### config.mk
export PLATFORM = sky130hd
export DESIGN_NAME = bus_arbiter_flat
export DESIGN_NICKNAME = d
export VERILOG_FILES = /design/src/rtl/bus_arbiter_pkg.sv /design/src/rtl/bus_arbiter_if.sv /design/src/rtl/bus_arbiter_sid_decoder.sv /design/src/rtl/bus_arbiter.sv /design/src/flat_wrapper.sv
export SDC_FILE = /design/constraint.sdc
export NUM_CORES = 1
export LEC_CHECK = 0
export ABC_AREA = 0
export CORE_MARGIN = 2
export CORE_UTILIZATION = 43
export CTS_CLUSTER_DIAMETER = 150
export DETAILED_ROUTE_END_ITERATION = 8
export PLACE_DENSITY_LB_ADDON = 0.05
export SYNTH_ARGS = -nofsm -noshare
export SYNTH_HDL_FRONTEND = slang
export SYNTH_SLANG_ARGS = --single-unit
export TNS_END_PERCENT = 20
### constraint.sdc
create_clock -name clk -period 3 [get_ports clk]
set_input_delay 0.3 -clock clk [delete_from_list [all_inputs] [get_ports clk]]
set_output_delay 0.3 -clock clk [all_outputs]
set_load 0.01 [all_outputs]
### src/rtl/bus_arbiter_pkg.sv
// Shared types and constants for the two-master / three-slave serial bus arbiter.
package bus_arbiter_pkg;

  localparam int SID_BITS    = 2;
  localparam int NUM_SLAVES  = 3;
  localparam int NUM_MASTERS = 2;

  localparam logic [SID_BITS-1:0] SID_INVALID = 2'd0;
  localparam logic [SID_BITS-1:0] SID_S1      = 2'd1;
  localparam logic [SID_BITS-1:0] SID_S2      = 2'd2;
  localparam logic [SID_BITS-1:0] SID_S3      = 2'd3;

  typedef enum logic [2:0] {
    IDLE    = 3'd0,
    M1_WAIT = 3'd1,
    M1_SID  = 3'd2,
    M1_CONN = 3'd3,
    M2_WAIT = 3'd4,
    M2_SID  = 3'd5,
    M2_CONN = 3'd6
  } state_t;

  typedef enum logic [1:0] {
    PH_WAIT = 2'd0,
    PH_SID  = 2'd1,
    PH_CONN = 2'd2
  } phase_t;

  // Master g occupies codes 1..3 (g=0) or 4..6 (g=1), ordered WAIT, SID, CONN.
  function automatic state_t state_encode(input logic g, input phase_t ph);
    return state_t'(3'd1 + (g ? 3'd3 : 3'd0) + {1'b0, ph});
  endfunction

  function automatic logic [NUM_SLAVES-1:0] sid_onehot(input logic [SID_BITS-1:0] sid);
    case (sid)
      SID_S1:  return 3'b001;
      SID_S2:  return 3'b010;
      SID_S3:  return 3'b100;
      default: return 3'b000;
    endcase
  endfunction

endpackage

### src/rtl/bus_arbiter_if.sv
// Bus bundle of the arbiter: master-side and slave-side serial signals plus status.
// The master modport is the agents on the bus (masters and slave devices); slave is the arbiter.
interface bus_arbiter_if;

  logic m1_request, m2_request;
  logic m1_address, m2_address;
  logic m1_data, m2_data;
  logic m1_valid, m2_valid;
  logic m1_address_valid, m2_address_valid;
  logic m1_write_en, m2_write_en;
  logic s1_data_in, s2_data_in, s3_data_in;
  logic s1_ready, s2_ready, s3_ready;
  logic s1_valid_out, s2_valid_out, s3_valid_out;

  logic m1_data_out, m2_data_out;
  logic m1_ready, m2_ready;
  logic m1_available, m2_available;
  logic m1_valid_in, m2_valid_in;
  logic s1_address, s1_data, s1_valid, s1_write_en;
  logic s2_address, s2_data, s2_valid, s2_write_en;
  logic s3_address, s3_data, s3_valid, s3_write_en;
  logic [2:0] state;
  logic m1_connect1, m1_connect2, m1_connect3;
  logic m2_connect1, m2_connect2, m2_connect3;

  modport master (
    output m1_request, m2_request, m1_address, m2_address, m1_data, m2_data,
           m1_valid, m2_valid, m1_address_valid, m2_address_valid,
           m1_write_en, m2_write_en, s1_data_in, s2_data_in, s3_data_in,
           s1_ready, s2_ready, s3_ready, s1_valid_out, s2_valid_out, s3_valid_out,
    input  m1_data_out, m2_data_out, m1_ready, m2_ready, m1_available, m2_available,
           m1_valid_in, m2_valid_in,
           s1_address, s1_data, s1_valid, s1_write_en,
           s2_address, s2_data, s2_valid, s2_write_en,
           s3_address, s3_data, s3_valid, s3_write_en, state,
           m1_connect1, m1_connect2, m1_connect3, m2_connect1, m2_connect2, m2_connect3
  );

  modport slave (
    input  m1_request, m2_request, m1_address, m2_address, m1_data, m2_data,
           m1_valid, m2_valid, m1_address_valid, m2_address_valid,
           m1_write_en, m2_write_en, s1_data_in, s2_data_in, s3_data_in,
           s1_ready, s2_ready, s3_ready, s1_valid_out, s2_valid_out, s3_valid_out,
    output m1_data_out, m2_data_out, m1_ready, m2_ready, m1_available, m2_available,
           m1_valid_in, m2_valid_in,
           s1_address, s1_data, s1_valid, s1_write_en,
           s2_address, s2_data, s2_valid, s2_write_en,
           s3_address, s3_data, s3_valid, s3_write_en, state,
           m1_connect1, m1_connect2, m1_connect3, m2_connect1, m2_connect2, m2_connect3
  );

endinterface

### src/rtl/bus_arbiter_sid_decoder.sv
// Collects the LSB-first slave-ID bits at the head of an address frame.
// sid is valid in the cycle done is high (it includes the bit being sampled).
module arb_sid_decoder
  import bus_arbiter_pkg::*;
(
  input  logic                clk,
  input  logic                reset,
  input  logic                shift_en,
  input  logic                addr_bit,
  output logic [SID_BITS-1:0] sid,
  output logic                done
);

  localparam int CW = $clog2(SID_BITS + 1);

  logic [CW-1:0]       cnt_reg;
  logic [SID_BITS-2:0] sr_reg;
  logic [SID_BITS-1:0] sr_next;

  assign sr_next = {addr_bit, sr_reg};

  always_ff @(posedge clk or negedge reset) begin
    if (!reset) begin
      cnt_reg <= '0;
      sr_reg  <= '0;
    end else if (!shift_en) begin
      cnt_reg <= '0;
    end else begin
      cnt_reg <= cnt_reg + 1'b1;
      sr_reg  <= sr_next[SID_BITS-1:1];
    end
  end

  assign sid  = sr_next;
  assign done = shift_en && (cnt_reg == CW'(SID_BITS - 1));

endmodule

### src/rtl/bus_arbiter.sv
// Two-master / three-slave serial bus arbiter with slave-ID decode and registered routing.
// Define ROUND_ROBIN_EN to alternate tie-break priority; otherwise m1 wins ties.
module bus_arbiter
  import bus_arbiter_pkg::*;
(
  input  logic         clk,
  input  logic         reset,
  bus_arbiter_if.slave bus
);

  logic [NUM_MASTERS-1:0] req, addr, data, vld, addr_vld, wen;
  logic [NUM_MASTERS-1:0] avail, shift_en, sid_done, m_data_out, m_ready, m_valid_in;
  logic [NUM_SLAVES-1:0]  s_data_in, s_ready, s_valid_out;
  logic [NUM_SLAVES-1:0]  s_address, s_data, s_valid, s_write_en;
  logic [SID_BITS-1:0]    sid [NUM_MASTERS];
  logic [NUM_SLAVES-1:0]  conn_reg [NUM_MASTERS];
  logic [NUM_SLAVES-1:0]  conn_next [NUM_MASTERS];
  state_t                 state_reg, state_next;
  logic                   active, g;
  phase_t                 phase;
  logic                   prio_reg;

  assign req       = {bus.m2_request, bus.m1_request};
  assign addr      = {bus.m2_address, bus.m1_address};
  assign data      = {bus.m2_data, bus.m1_data};
  assign vld       = {bus.m2_valid, bus.m1_valid};
  assign addr_vld  = {bus.m2_address_valid, bus.m1_address_valid};
  assign wen       = {bus.m2_write_en, bus.m1_write_en};
  assign s_data_in   = {bus.s3_data_in, bus.s2_data_in, bus.s1_data_in};
  assign s_ready     = {bus.s3_ready, bus.s2_ready, bus.s1_ready};
  assign s_valid_out = {bus.s3_valid_out, bus.s2_valid_out, bus.s1_valid_out};

  // Split the state code into granted master and tenure phase; code 7 reads as IDLE.
  always_comb begin
    active = 1'b1;
    g      = 1'b0;
    phase  = PH_WAIT;
    case (state_reg)
      M1_WAIT: phase = PH_WAIT;
      M1_SID:  phase = PH_SID;
      M1_CONN: phase = PH_CONN;
      M2_WAIT: begin g = 1'b1; phase = PH_WAIT; end
      M2_SID:  begin g = 1'b1; phase = PH_SID;  end
      M2_CONN: begin g = 1'b1; phase = PH_CONN; end
      default: active = 1'b0;
    endcase
  end

  generate
    for (genvar gi = 0; gi < NUM_MASTERS; gi++) begin : g_master
      assign shift_en[gi] = active && (g == 1'(gi)) && (phase == PH_SID);

      arb_sid_decoder u_sid (
        .clk      (clk),
        .reset    (reset),
        .shift_en (shift_en[gi]),
        .addr_bit (addr[gi]),
        .sid      (sid[gi]),
        .done     (sid_done[gi])
      );

      assign m_data_out[gi] = |(conn_reg[gi] & s_data_in);
      assign m_ready[gi]    = |(conn_reg[gi] & s_ready);
      assign m_valid_in[gi] = |(conn_reg[gi] & s_valid_out);
    end

    for (genvar gi = 0; gi < NUM_SLAVES; gi++) begin : g_slave
      assign s_address[gi]  = (conn_reg[0][gi] & addr[0]) | (conn_reg[1][gi] & addr[1]);
      assign s_data[gi]     = (conn_reg[0][gi] & data[0]) | (conn_reg[1][gi] & data[1]);
      assign s_valid[gi]    = (conn_reg[0][gi] & vld[0])  | (conn_reg[1][gi] & vld[1]);
      assign s_write_en[gi] = (conn_reg[0][gi] & wen[0])  | (conn_reg[1][gi] & wen[1]);
    end
  endgenerate

`ifdef ROUND_ROBIN_EN
  logic prio_next;

  // prio_reg=1 means m2 wins the next tie; a releasing master hands priority over.
  always_comb begin
    prio_next = prio_reg;
    if (active && !req[g]) prio_next = ~g;
  end

  always_ff @(posedge clk or negedge reset) begin
    if (!reset) prio_reg <= 1'b0;
    else        prio_reg <= prio_next;
  end
`else
  assign prio_reg = 1'b0;
`endif

  always_ff @(posedge clk or negedge reset) begin
    if (!reset) begin
      state_reg <= IDLE;
      for (int i = 0; i < NUM_MASTERS; i++) conn_reg[i] <= '0;
    end else begin
      state_reg <= state_next;
      conn_reg  <= conn_next;
    end
  end

  always_comb begin
    state_next = state_reg;
    conn_next  = conn_reg;
    if (!active || !req[g]) begin
      conn_next[0] = '0;
      conn_next[1] = '0;
      state_next   = IDLE;
      if (!active) begin
        if (req[0] && !(req[1] && prio_reg)) state_next = M1_WAIT;
        else if (req[1])                     state_next = M2_WAIT;
      end
    end else begin
      case (phase)
        PH_WAIT: if (addr_vld[g]) state_next = state_encode(g, PH_SID);
        PH_SID: begin
          if (sid_done[g]) begin
            if (sid[g] != SID_INVALID) begin
              state_next   = state_encode(g, PH_CONN);
              conn_next[g] = sid_onehot(sid[g]);
            end else begin
              state_next = state_encode(g, PH_WAIT);
            end
          end
        end
        default: begin
          if (addr_vld[g]) begin
            state_next   = state_encode(g, PH_SID);
            conn_next[g] = '0;
          end
        end
      endcase
    end
  end

  always_comb begin
    avail = '0;
    if (active) avail[g] = 1'b1;
  end

  assign bus.state        = state_reg;
  assign bus.m1_available = avail[0];
  assign bus.m2_available = avail[1];
  assign bus.m1_data_out  = m_data_out[0];
  assign bus.m2_data_out  = m_data_out[1];
  assign bus.m1_ready     = m_ready[0];
  assign bus.m2_ready     = m_ready[1];
  assign bus.m1_valid_in  = m_valid_in[0];
  assign bus.m2_valid_in  = m_valid_in[1];
  assign {bus.s3_address, bus.s2_address, bus.s1_address}    = s_address;
  assign {bus.s3_data, bus.s2_data, bus.s1_data}             = s_data;
  assign {bus.s3_valid, bus.s2_valid, bus.s1_valid}          = s_valid;
  assign {bus.s3_write_en, bus.s2_write_en, bus.s1_write_en} = s_write_en;
  assign {bus.m1_connect3, bus.m1_connect2, bus.m1_connect1} = conn_reg[0];
  assign {bus.m2_connect3, bus.m2_connect2, bus.m2_connect1} = conn_reg[1];

endmodule

### src/flat_wrapper.sv
// flat-port wrapper written by rule: the top's interface ports become plain ports
module bus_arbiter_flat import bus_arbiter_pkg::*;
  (clk, reset, bus_m1_request, bus_m2_request, bus_m1_address, bus_m2_address, bus_m1_data, bus_m2_data, bus_m1_valid, bus_m2_valid, bus_m1_address_valid, bus_m2_address_valid, bus_m1_write_en, bus_m2_write_en, bus_s1_data_in, bus_s2_data_in, bus_s3_data_in, bus_s1_ready, bus_s2_ready, bus_s3_ready, bus_s1_valid_out, bus_s2_valid_out, bus_s3_valid_out, bus_m1_data_out, bus_m2_data_out, bus_m1_ready, bus_m2_ready, bus_m1_available, bus_m2_available, bus_m1_valid_in, bus_m2_valid_in, bus_s1_address, bus_s1_data, bus_s1_valid, bus_s1_write_en, bus_s2_address, bus_s2_data, bus_s2_valid, bus_s2_write_en, bus_s3_address, bus_s3_data, bus_s3_valid, bus_s3_write_en, bus_state, bus_m1_connect1, bus_m1_connect2, bus_m1_connect3, bus_m2_connect1, bus_m2_connect2, bus_m2_connect3);
  bus_arbiter_if bus_i ();
  input  logic clk;
  input  logic reset;
  input wire logic [$bits(bus_i.m1_request)-1:0] bus_m1_request;
  input wire logic [$bits(bus_i.m2_request)-1:0] bus_m2_request;
  input wire logic [$bits(bus_i.m1_address)-1:0] bus_m1_address;
  input wire logic [$bits(bus_i.m2_address)-1:0] bus_m2_address;
  input wire logic [$bits(bus_i.m1_data)-1:0] bus_m1_data;
  input wire logic [$bits(bus_i.m2_data)-1:0] bus_m2_data;
  input wire logic [$bits(bus_i.m1_valid)-1:0] bus_m1_valid;
  input wire logic [$bits(bus_i.m2_valid)-1:0] bus_m2_valid;
  input wire logic [$bits(bus_i.m1_address_valid)-1:0] bus_m1_address_valid;
  input wire logic [$bits(bus_i.m2_address_valid)-1:0] bus_m2_address_valid;
  input wire logic [$bits(bus_i.m1_write_en)-1:0] bus_m1_write_en;
  input wire logic [$bits(bus_i.m2_write_en)-1:0] bus_m2_write_en;
  input wire logic [$bits(bus_i.s1_data_in)-1:0] bus_s1_data_in;
  input wire logic [$bits(bus_i.s2_data_in)-1:0] bus_s2_data_in;
  input wire logic [$bits(bus_i.s3_data_in)-1:0] bus_s3_data_in;
  input wire logic [$bits(bus_i.s1_ready)-1:0] bus_s1_ready;
  input wire logic [$bits(bus_i.s2_ready)-1:0] bus_s2_ready;
  input wire logic [$bits(bus_i.s3_ready)-1:0] bus_s3_ready;
  input wire logic [$bits(bus_i.s1_valid_out)-1:0] bus_s1_valid_out;
  input wire logic [$bits(bus_i.s2_valid_out)-1:0] bus_s2_valid_out;
  input wire logic [$bits(bus_i.s3_valid_out)-1:0] bus_s3_valid_out;
  output wire logic [$bits(bus_i.m1_data_out)-1:0] bus_m1_data_out;
  output wire logic [$bits(bus_i.m2_data_out)-1:0] bus_m2_data_out;
  output wire logic [$bits(bus_i.m1_ready)-1:0] bus_m1_ready;
  output wire logic [$bits(bus_i.m2_ready)-1:0] bus_m2_ready;
  output wire logic [$bits(bus_i.m1_available)-1:0] bus_m1_available;
  output wire logic [$bits(bus_i.m2_available)-1:0] bus_m2_available;
  output wire logic [$bits(bus_i.m1_valid_in)-1:0] bus_m1_valid_in;
  output wire logic [$bits(bus_i.m2_valid_in)-1:0] bus_m2_valid_in;
  output wire logic [$bits(bus_i.s1_address)-1:0] bus_s1_address;
  output wire logic [$bits(bus_i.s1_data)-1:0] bus_s1_data;
  output wire logic [$bits(bus_i.s1_valid)-1:0] bus_s1_valid;
  output wire logic [$bits(bus_i.s1_write_en)-1:0] bus_s1_write_en;
  output wire logic [$bits(bus_i.s2_address)-1:0] bus_s2_address;
  output wire logic [$bits(bus_i.s2_data)-1:0] bus_s2_data;
  output wire logic [$bits(bus_i.s2_valid)-1:0] bus_s2_valid;
  output wire logic [$bits(bus_i.s2_write_en)-1:0] bus_s2_write_en;
  output wire logic [$bits(bus_i.s3_address)-1:0] bus_s3_address;
  output wire logic [$bits(bus_i.s3_data)-1:0] bus_s3_data;
  output wire logic [$bits(bus_i.s3_valid)-1:0] bus_s3_valid;
  output wire logic [$bits(bus_i.s3_write_en)-1:0] bus_s3_write_en;
  output wire logic [$bits(bus_i.state)-1:0] bus_state;
  output wire logic [$bits(bus_i.m1_connect1)-1:0] bus_m1_connect1;
  output wire logic [$bits(bus_i.m1_connect2)-1:0] bus_m1_connect2;
  output wire logic [$bits(bus_i.m1_connect3)-1:0] bus_m1_connect3;
  output wire logic [$bits(bus_i.m2_connect1)-1:0] bus_m2_connect1;
  output wire logic [$bits(bus_i.m2_connect2)-1:0] bus_m2_connect2;
  output wire logic [$bits(bus_i.m2_connect3)-1:0] bus_m2_connect3;
  assign bus_i.m1_request = bus_m1_request;
  assign bus_i.m2_request = bus_m2_request;
  assign bus_i.m1_address = bus_m1_address;
  assign bus_i.m2_address = bus_m2_address;
  assign bus_i.m1_data = bus_m1_data;
  assign bus_i.m2_data = bus_m2_data;
  assign bus_i.m1_valid = bus_m1_valid;
  assign bus_i.m2_valid = bus_m2_valid;
  assign bus_i.m1_address_valid = bus_m1_address_valid;
  assign bus_i.m2_address_valid = bus_m2_address_valid;
  assign bus_i.m1_write_en = bus_m1_write_en;
  assign bus_i.m2_write_en = bus_m2_write_en;
  assign bus_i.s1_data_in = bus_s1_data_in;
  assign bus_i.s2_data_in = bus_s2_data_in;
  assign bus_i.s3_data_in = bus_s3_data_in;
  assign bus_i.s1_ready = bus_s1_ready;
  assign bus_i.s2_ready = bus_s2_ready;
  assign bus_i.s3_ready = bus_s3_ready;
  assign bus_i.s1_valid_out = bus_s1_valid_out;
  assign bus_i.s2_valid_out = bus_s2_valid_out;
  assign bus_i.s3_valid_out = bus_s3_valid_out;
  assign bus_m1_data_out = bus_i.m1_data_out;
  assign bus_m2_data_out = bus_i.m2_data_out;
  assign bus_m1_ready = bus_i.m1_ready;
  assign bus_m2_ready = bus_i.m2_ready;
  assign bus_m1_available = bus_i.m1_available;
  assign bus_m2_available = bus_i.m2_available;
  assign bus_m1_valid_in = bus_i.m1_valid_in;
  assign bus_m2_valid_in = bus_i.m2_valid_in;
  assign bus_s1_address = bus_i.s1_address;
  assign bus_s1_data = bus_i.s1_data;
  assign bus_s1_valid = bus_i.s1_valid;
  assign bus_s1_write_en = bus_i.s1_write_en;
  assign bus_s2_address = bus_i.s2_address;
  assign bus_s2_data = bus_i.s2_data;
  assign bus_s2_valid = bus_i.s2_valid;
  assign bus_s2_write_en = bus_i.s2_write_en;
  assign bus_s3_address = bus_i.s3_address;
  assign bus_s3_data = bus_i.s3_data;
  assign bus_s3_valid = bus_i.s3_valid;
  assign bus_s3_write_en = bus_i.s3_write_en;
  assign bus_state = bus_i.state;
  assign bus_m1_connect1 = bus_i.m1_connect1;
  assign bus_m1_connect2 = bus_i.m1_connect2;
  assign bus_m1_connect3 = bus_i.m1_connect3;
  assign bus_m2_connect1 = bus_i.m2_connect1;
  assign bus_m2_connect2 = bus_i.m2_connect2;
  assign bus_m2_connect3 = bus_i.m2_connect3;
  bus_arbiter u_core (.clk(clk), .reset(reset), .bus(bus_i));
endmodule
==> out/results.tsv <==
metric	value	unit
outcome	complete, no violations	
Arrival @ worst endpoint	1.79	ns
sequential power share	0.352	
Power Density	637	nW/um^2
Rows	18	
Antenna Cells	0	
CTS Hold Bufs	0	
DRT Pass-1 Iters	4	
Residual DRC	0	
global route overflow	0	
clock network fraction of total power	0.112	
Worst Tran Pin Value	0.671	ns
Async S/R FF share, synth	1.00	
Total GRT Usage	0.227	
PortBufs	51	
die area	2940	um^2
reg-to-reg startpoint	u_core.bus.state[1]	
dpl hpwl	2380	um
Worst EP required	2.70	ns
GPL Wtd Cong	0.918	
total setup buffers inserted after CTS	0	
core area	2430	um^2
Finished Layout Cells	204	
Die H	54.2	um
CP Capture Type	primary output	
Vias/cell	5.74	
post-route clock period utilization	0.696	
final core utilization	0.661	
# nets final	200	
minimum clock period	2.09	ns
TritonCTS Buffers	3	
CTS tree	built	
clock buffer depth	2	
Post-Syn Area	1080	um^2
Final setup viols	0	
Setup Crit Path Kind	register to primary output	
clock skew	0.00243	ns
H-tree depth	1	
FMAX	479	MHz
DR iter-0 viols	47	
Resize count post-CTS	0	
DR WL/cell	15.4	um
Post-DRT Antenna Nets	0	
final-report hold violation count	0	
Syn Area/Cell	8.28	um^2
Power, Total	0.00102	W
Crit Path Max Fanout	21	
drt total wl	3150	um
worst hold path class	input pin to async pin	
Clock transition at path regs	0.08	ns
Clock Latency Late Sink	0.29	ns
Root Driver	clkbuf_4	
vias in the first global route	1065	
Seq/Total Area, Yosys	0.346	
# fillers	204	
R2R depth	5	
max-slew violations	0	
number of max-cap violations	0	
reg-to-reg endpoint	u_core.bus.m2_connect2	
Die X	54.2	um
Sink Count	15	
largest net degree at the start of global routing	22	
vias	1171	
share of cells above drive strength 1	0.0460	
Area Overhead vs Synth	48.2	%
leakage	0.682	nW
Worst Setup Start Kind	register	
FF+latch count, synth	15	
prevailing post-synth register cell	dfrtp_1	
Peak VDD IR	0.537	mV
Starting Density	0.446	
Switching Fraction	0.435	
total net switching power	0.000445	W
first-pass GRT wire length	4860	um
worst rel slew slack	0.551	
I/O Pins	52	
synthesized net count	156	
power share of the combinational group	0.536	
synth warn	0	
max reg flops	4	
Synth Instances	131	
Setup TNS	0	ns
unrepaired setup endpoints after global routing	false	
count of cell types in the netlist	30	
placed insts	200	
initial antenna violation count	0	
Reg2Reg Setup Slack	0.96	ns
Post-synth EDFFs	0	
Pint	0.000579	W
-- metal layers --
metal / track usage / vias up / wire length, um
li1: - / 569 / -
met2: 0.369 / 44 / 1440
met3: 0.0601 / 3 / 223
met4: 0.0500 / 0 / 21
met1: 0.303 / 555 / 1470
met5: 0 / - / 0
-- worst max path at each step --
stage	startpoint	end	depth (start not counted)
after CTS	u_core.bus.state[2]	bus_m2_available	3
after floorplan	u_core.bus.state[1]	u_core.bus.m2_connect1	7
after detailed placement	u_core.bus.state[1]	u_core.bus.m2_connect2	5
after global routing	u_core.bus.state[2]	bus_m2_available	3
final	u_core.bus.state[2]	bus_m2_available	3
after global placement	bus_m1_address_valid	u_core.bus.m1_connect1	6
-- worst max-delay path: stages (launching register included) --
cell and delay (ns):
dfrtp_1 0.68, nand2_1 0.15, inv_1 0.12, clkdlybuf4s50_1 0.54
-- synth_stat cells (all sizes together) (3+ instances only) --
cell	n	share of area
nor2	9	0.031
clkbuf	9	0.031
dfrtp	15	0.35
inv	15	0.052
a22o	12	0.097
o221a	3	0.031
o21ai	12	0.055
mux2i	3	0.028
a222oi	6	0.055
a21oi	13	0.060
nand2	11	0.038
buf	3	0.016
-- metrics by stage --
| stage | hold WS, ns | area (um^2) | setup WS, ns |
|---|---|---|---|
| 4_1_cts | 0.434 | 1610 | 0.899 |
| 5_1_grt | 0.451 | 1610 | 0.764 |
| 3_5_place_dp | 0.431 | 1580 | 1.00 |
| 3_3_place_gp | 0.420 | 1580 | 1.05 |
| 6_report | 0.414 | 1610 | 0.911 |
| 2_1_floorplan | 0.00441 | 1080 | 1.25 |
-- cell type report --
| type | count | area (um^2) | share of cell area |
|---|---|---|---|
| Timing Repair Buffer | 51 | 510 | 0.318 |
| Inverter | 15 | 56.3 | 0.0350 |
| Sequential cell | 15 | 375 | 0.233 |
| Tap cell | 30 | 37.5 | 0.0233 |
| Clock buffer | 4 | 26.3 | 0.0163 |
| Multi-Input combinational cell | 89 | 602 | 0.374 |
-- power groups by stage --
stage / Sequential (W) / Combinational [W] / Clock [W]
finish: 0.000361 / 0.000549 / 0.000115
global route: 0.000371 / 0.000604 / 0.000136
CTS: 0.000356 / 0.000549 / 0.000123
detailed placement: 0.000361 / 0.000546 / 0
global placement: 0.000355 / 0.000536 / 0
floorplan: 0.000297 / 0.000395 / 0
-- cells in the final DEF (no fill, tap or decap) --
cell and n:
a22o_1 12, o22ai_2 1, nand3b_2 1, clkbuf_4 3, clkdlybuf4s50_1 51, nand3b_1 1, or4_1 1, a21boi_0 1
or3b_1 1, dfrtp_1 15, o22ai_1 1, o2bb2ai_2 1, nand2b_1 1, or2b_2 1, a211oi_2 1, mux2i_1 3
a31oi_1 1, inv_1 15, nor2_1 9, a21oi_1 13, o21a_1 1, or3_1 2, ha_1 2, nand3_1 2
o21ai_0 12, o221a_1 3, a222oi_1 6, nand2_1 11, a22oi_1 1, clkbuf_1 1
-- cells by family after synthesis --
| logic type | Yosys count | synth area share |
|---|---|---|
| DFF | 15 | 0.346 |
| and+or+nand+nor | 30 | 0.136 |
| muxes | 3 | 0.0277 |
| AOI/OAI and AO/OA | 54 | 0.368 |
| adders and majority gates | 2 | 0.0231 |
| buffers and inverters | 27 | 0.0992 |
No activity file was read; power rests on OpenSTA's default activity.
